### config.mk
export PLATFORM = sky130hd
export DESIGN_NAME = tcb_uart_rx_fifo
export DESIGN_NICKNAME = d
export VERILOG_FILES = /design/src/rtl/tcb_uart_rx_fifo.sv
export SDC_FILE = /design/constraint.sdc
export NUM_CORES = 1
export LEC_CHECK = 0
export ABC_AREA = 1
export ABC_CLOCK_PERIOD_IN_PS = 2100
export CAP_MARGIN = 25
export CORE_UTILIZATION = 40
export DETAILED_ROUTE_END_ITERATION = 12
export HOLD_SLACK_MARGIN = 0.1
export PLACE_DENSITY_LB_ADDON = 0.2
export REMOVE_ABC_BUFFERS = 1
export SLEW_MARGIN = 5
export SYNTH_ARGS = -nofsm -noshare
export SYNTH_HDL_FRONTEND = slang
export SYNTH_SLANG_ARGS = --single-unit
export TNS_END_PERCENT = 100
### constraint.sdc
create_clock -name clk -period 2.1 [get_ports clk]
set_input_delay 0.315 -clock clk [delete_from_list [all_inputs] [get_ports clk]]
set_output_delay 0.315 -clock clk [all_outputs]
set_load 0.005 [all_outputs]
### src/rtl/tcb_uart_rx_fifo.sv
`default_nettype none
// +-----------------------------------------------------------------------------+
// | Module      : tcb_uart_rx_fifo                                              |
// | Description : UART receive buffer. Takes a no-ready deserializer stream,    |
// |               presents a valid/ready stream, and reports level/irq/overflow.|
// | Revision    : 1.0                                                           |
// +-----------------------------------------------------------------------------+
module tcb_uart_rx_fifo #(
    parameter int unsigned DW = 8,
    parameter int unsigned AW = 4
) (
    input  logic          clk,
    input  logic          rst,
    input  logic          clr,
    input  logic          sti_vld,
    input  logic [DW-1:0] sti_dat,
    output logic          sto_vld,
    output logic [DW-1:0] sto_dat,
    input  logic          sto_rdy,
    output logic [AW:0]   sts_cnt,
    output logic          sts_ful,
    output logic          sts_emp,
    output logic          sts_ovf,
    input  logic          ovf_clr,
    input  logic [AW:0]   cfg_lvl,
    output logic          irq
);

    logic [DW-1:0] r_mem [0:(1<<AW)-1];
    logic [AW:0]   r_wr_ptr;
    logic [AW:0]   r_rd_ptr;
    logic          r_ovf;

    logic          w_full;
    logic          w_empty;
    logic          w_rd_xfer;
    logic          w_wr_en;
    logic          w_ovf_set;

    // One extra pointer bit distinguishes full from empty when the indices match.
    assign w_empty   = (r_wr_ptr == r_rd_ptr);
    assign w_full    = (r_wr_ptr[AW] != r_rd_ptr[AW]) &&
                       (r_wr_ptr[AW-1:0] == r_rd_ptr[AW-1:0]);

    assign w_rd_xfer = ~w_empty & sto_rdy & ~clr;
    // A read in the same cycle frees the slot the write lands in.
    assign w_wr_en   = sti_vld & ~clr & (~w_full | w_rd_xfer);
    assign w_ovf_set = sti_vld & ~clr & w_full & ~w_rd_xfer;

    always_ff @(posedge clk) begin
        if (rst) begin
            r_wr_ptr <= '0;
            r_rd_ptr <= '0;
        end else if (clr) begin
            r_rd_ptr <= r_wr_ptr;
        end else begin
            if (w_wr_en) begin
                r_wr_ptr <= r_wr_ptr + 1'b1;
            end
            if (w_rd_xfer) begin
                r_rd_ptr <= r_rd_ptr + 1'b1;
            end
        end
    end

    always_ff @(posedge clk) begin
        if (w_wr_en) begin
            r_mem[r_wr_ptr[AW-1:0]] <= sti_dat;
        end
    end

    // Set beats clear when both happen in the same cycle.
    always_ff @(posedge clk) begin
        if (rst) begin
            r_ovf <= 1'b0;
        end else if (w_ovf_set) begin
            r_ovf <= 1'b1;
        end else if (ovf_clr) begin
            r_ovf <= 1'b0;
        end
    end

    assign sts_cnt = r_wr_ptr - r_rd_ptr;
    assign sts_ful = w_full;
    assign sts_emp = w_empty;
    assign sts_ovf = r_ovf;
    assign sto_vld = ~w_empty;
    assign sto_dat = r_mem[r_rd_ptr[AW-1:0]];
    assign irq     = (sts_cnt >= cfg_lvl);

endmodule
`default_nettype wire

==> metrics <==
Max Cap Viol 0; CTS clock-pin slew for the worst setup and hold paths 60 ps; commonest non-fill, non-tap cell in the layout edfxtp_1; CP required 1780 ps; multi-input logic area 2052 um^2; synth unique cells 31; pins over their slew limit 0; Power Total 0.006611 W; Leak 3.220 nW; leading cell types in the layout, fill and taps excluded 128 x edfxtp_1, 81 x inv_1, 67 x nand2_1; worst setup margin -656.7 ps; port bufs 36; WL/cell 16.10 um; Clock Path Buffers 2; IO Pins 37; Clock Latency Late Sink 420 ps; DRC viols 0; pin count of the biggest net entering global routing 30; reg2reg path depth 12; Worst Tran Pin Value 648.5 ps; nature of the critical path startpoint flop; H-Tree Depth 4; Die X 128.6 um; Critical Path AT 2440 ps; final setup vio count 5; Layout Cells excl Fill 905; final net count 715; Synth area leaders edfxtp_1 60%, inv_1 5.1%, nand3_1 5.1%; DRT Wirelength 14570 um; number of diodes 0; outcome finished with violations; fin crit period 2757 ps; Core Rows 45; CTS tree yes; Power Density 781.3 nW/um^2; r2r setup slk 110 ps; clock sink count 143; final hold vios 0; global-route wire length before repair 23520 um; Hold Path Depth 2; RSZ-0062 raised after global routing yes; failing checks setup timing; Vias 4561; average size of a mapped cell 11.11 um^2; Worst Hold Class flop to flop; total track usage 0.1922; Cells after DPL 846; Crit Path Max Fanout 3; vias in the first global route 4524; fin crit share 1.313; initial DRC count 244; Post-DRT Antenna Nets 0; CTS Buf Count 17; die footprint 16540 um^2; Worst slew margin 0.5663; Area growth syn-to-layout 31.94%; hpwl dp 9199 um; skew final 6.708 ps; fraction of layout cells with a size suffix above 1 0.2781; Fmax 362.8 MHz; #FFs+latches synth 143; core area 15430 um^2; vias per cell 5.040; crit path capture type primary output; Yosys warning total 0; CTS Root Cell clkbuf_16; FF+latch area 4158 um^2; Syn Std Cell Area 6412 um^2; post-synthesis sequential area ratio 0.6462; drt first pass iters 4; die height 128.6 um; critical setup path kind flop to primary output; CTS Hold Bufs 0; worst hold margin 477.7 ps; initial antenna violation count 0; Post-Syn Instances 577; global route total overflow 0; largest area contributor in the netlist edfxtp_1; VDD IR max 0.0005862 V; initial core utilization 0.4157; top cell type's share of synthesized area 0.5994; Layout fillers 1315; GPL Wtd Cong 0.7941
==> registers in the layout, summed over array words and instances (netlist names), named ones only <==
register / count
r_rd_ptr: 5
r_mem: 128
sts_ovf: 1
r_wr_ptr: 5
==> cells in the mapped netlist <==
cell,number
o311ai_0,1
ha_1,14
nand2_2,4
inv_1,87
dfxtp_1,15
inv_6,1
clkbuf_1,3
o211ai_4,1
nand4_1,3
edfxtp_1,128
nor2_1,19
a21oi_1,45
o211ai_1,32
clkinv_1,1
xnor2_1,1
nand2_4,6
nor2_4,1
nand3_1,65
fa_1,1
buf_1,3
o21ai_0,35
nor2_2,2
nor3_1,1
buf_6,3
inv_2,1
xor2_1,6
buf_4,2
nand3b_1,1
o21a_1,1
nand2_1,76
buf_2,18
==> stage by stage <==
step	worst slack [ps]	area (um^2)	setup TNS (ps)	utilization
finish	-656.7	8461	-1034	0.5484
global route	-772.8	8461	-1521	0.5484
CTS	-723.7	8388	-24970	0.5437
detailed placement	-815.7	7326	-890.1	0.4749
global placement	-736.3	7326	-792.1	0.4749
floorplan	-958.1	6251	-10880	-
==> final timing paths <==
kind	start	to
hold / removal	sts_ovf	sts_ovf
hold reg to reg	sts_ovf	sts_ovf
setup / recovery	r_wr_ptr[0]	irq
setup reg to reg	r_rd_ptr[3]	r_mem[10][6]
==> worst max-delay path, stage by stage (launching register included) <==
cell	delay (ps)
dfxtp_2	320
inv_2	70
ha_4	130
inv_4	30
fa_2	340
nand3_2	70
nand2_2	60
xor2_2	220
ha_4	240
a21oi_1	140
o21a_1	160
o311ai_2	100
buf_2	140
==> logic make-up after synthesis <==
kind of cell / share of synthesized area
AND/OR/NAND/NOR: 0.1294
flip-flops: 0.6462
buffers and inverters: 0.07863
AO/OA/AOI/OAI: 0.1058
adder cells (fa/ha/maj): 0.03044
XOR/XNOR: 0.009561
==> where the power goes <==
| part | switching [W] | total (W) | internal, W | leakage (nW) |
|---|---|---|---|---|
| sequential | 0.0000154 | 0.00314 | 0.00312 | 1.28 |
| combinational | 0.000448 | 0.000869 | 0.000421 | 1.69 |
| clock | 0.00113 | 0.00260 | 0.00148 | 0.249 |
| total | 0.00159 | 0.00661 | 0.00502 | 3.22 |
==> layer usage <==
layer  routed length, um  global-route usage  up-vias
met3                 622             0.04740       21
met5                   0                   0        -
met4                 266             0.06920        0
li1                    -                   -     2210
met1                6221              0.2313     2221
met2                7461              0.3345      109
==> final cells by class <==
type / count / area share
clock buffers: 18 / 0.05072
clock inverters: 14 / 0.009169
inverters: 90 / 0.04215
multi-input cells: 315 / 0.2425
flip-flops and latches: 143 / 0.4914
well taps: 211 / 0.03120
repair buffers: 114 / 0.1328
==> repair_timing <==
item	4_1_cts	5_1_grt
setup buffers	28	7
cloned	3	1
pin swaps	44	42
endpoints found under the setup margin	17	137
gates resized for setup	124	59
Note: power is estimated with default switching activity, not from simulation.
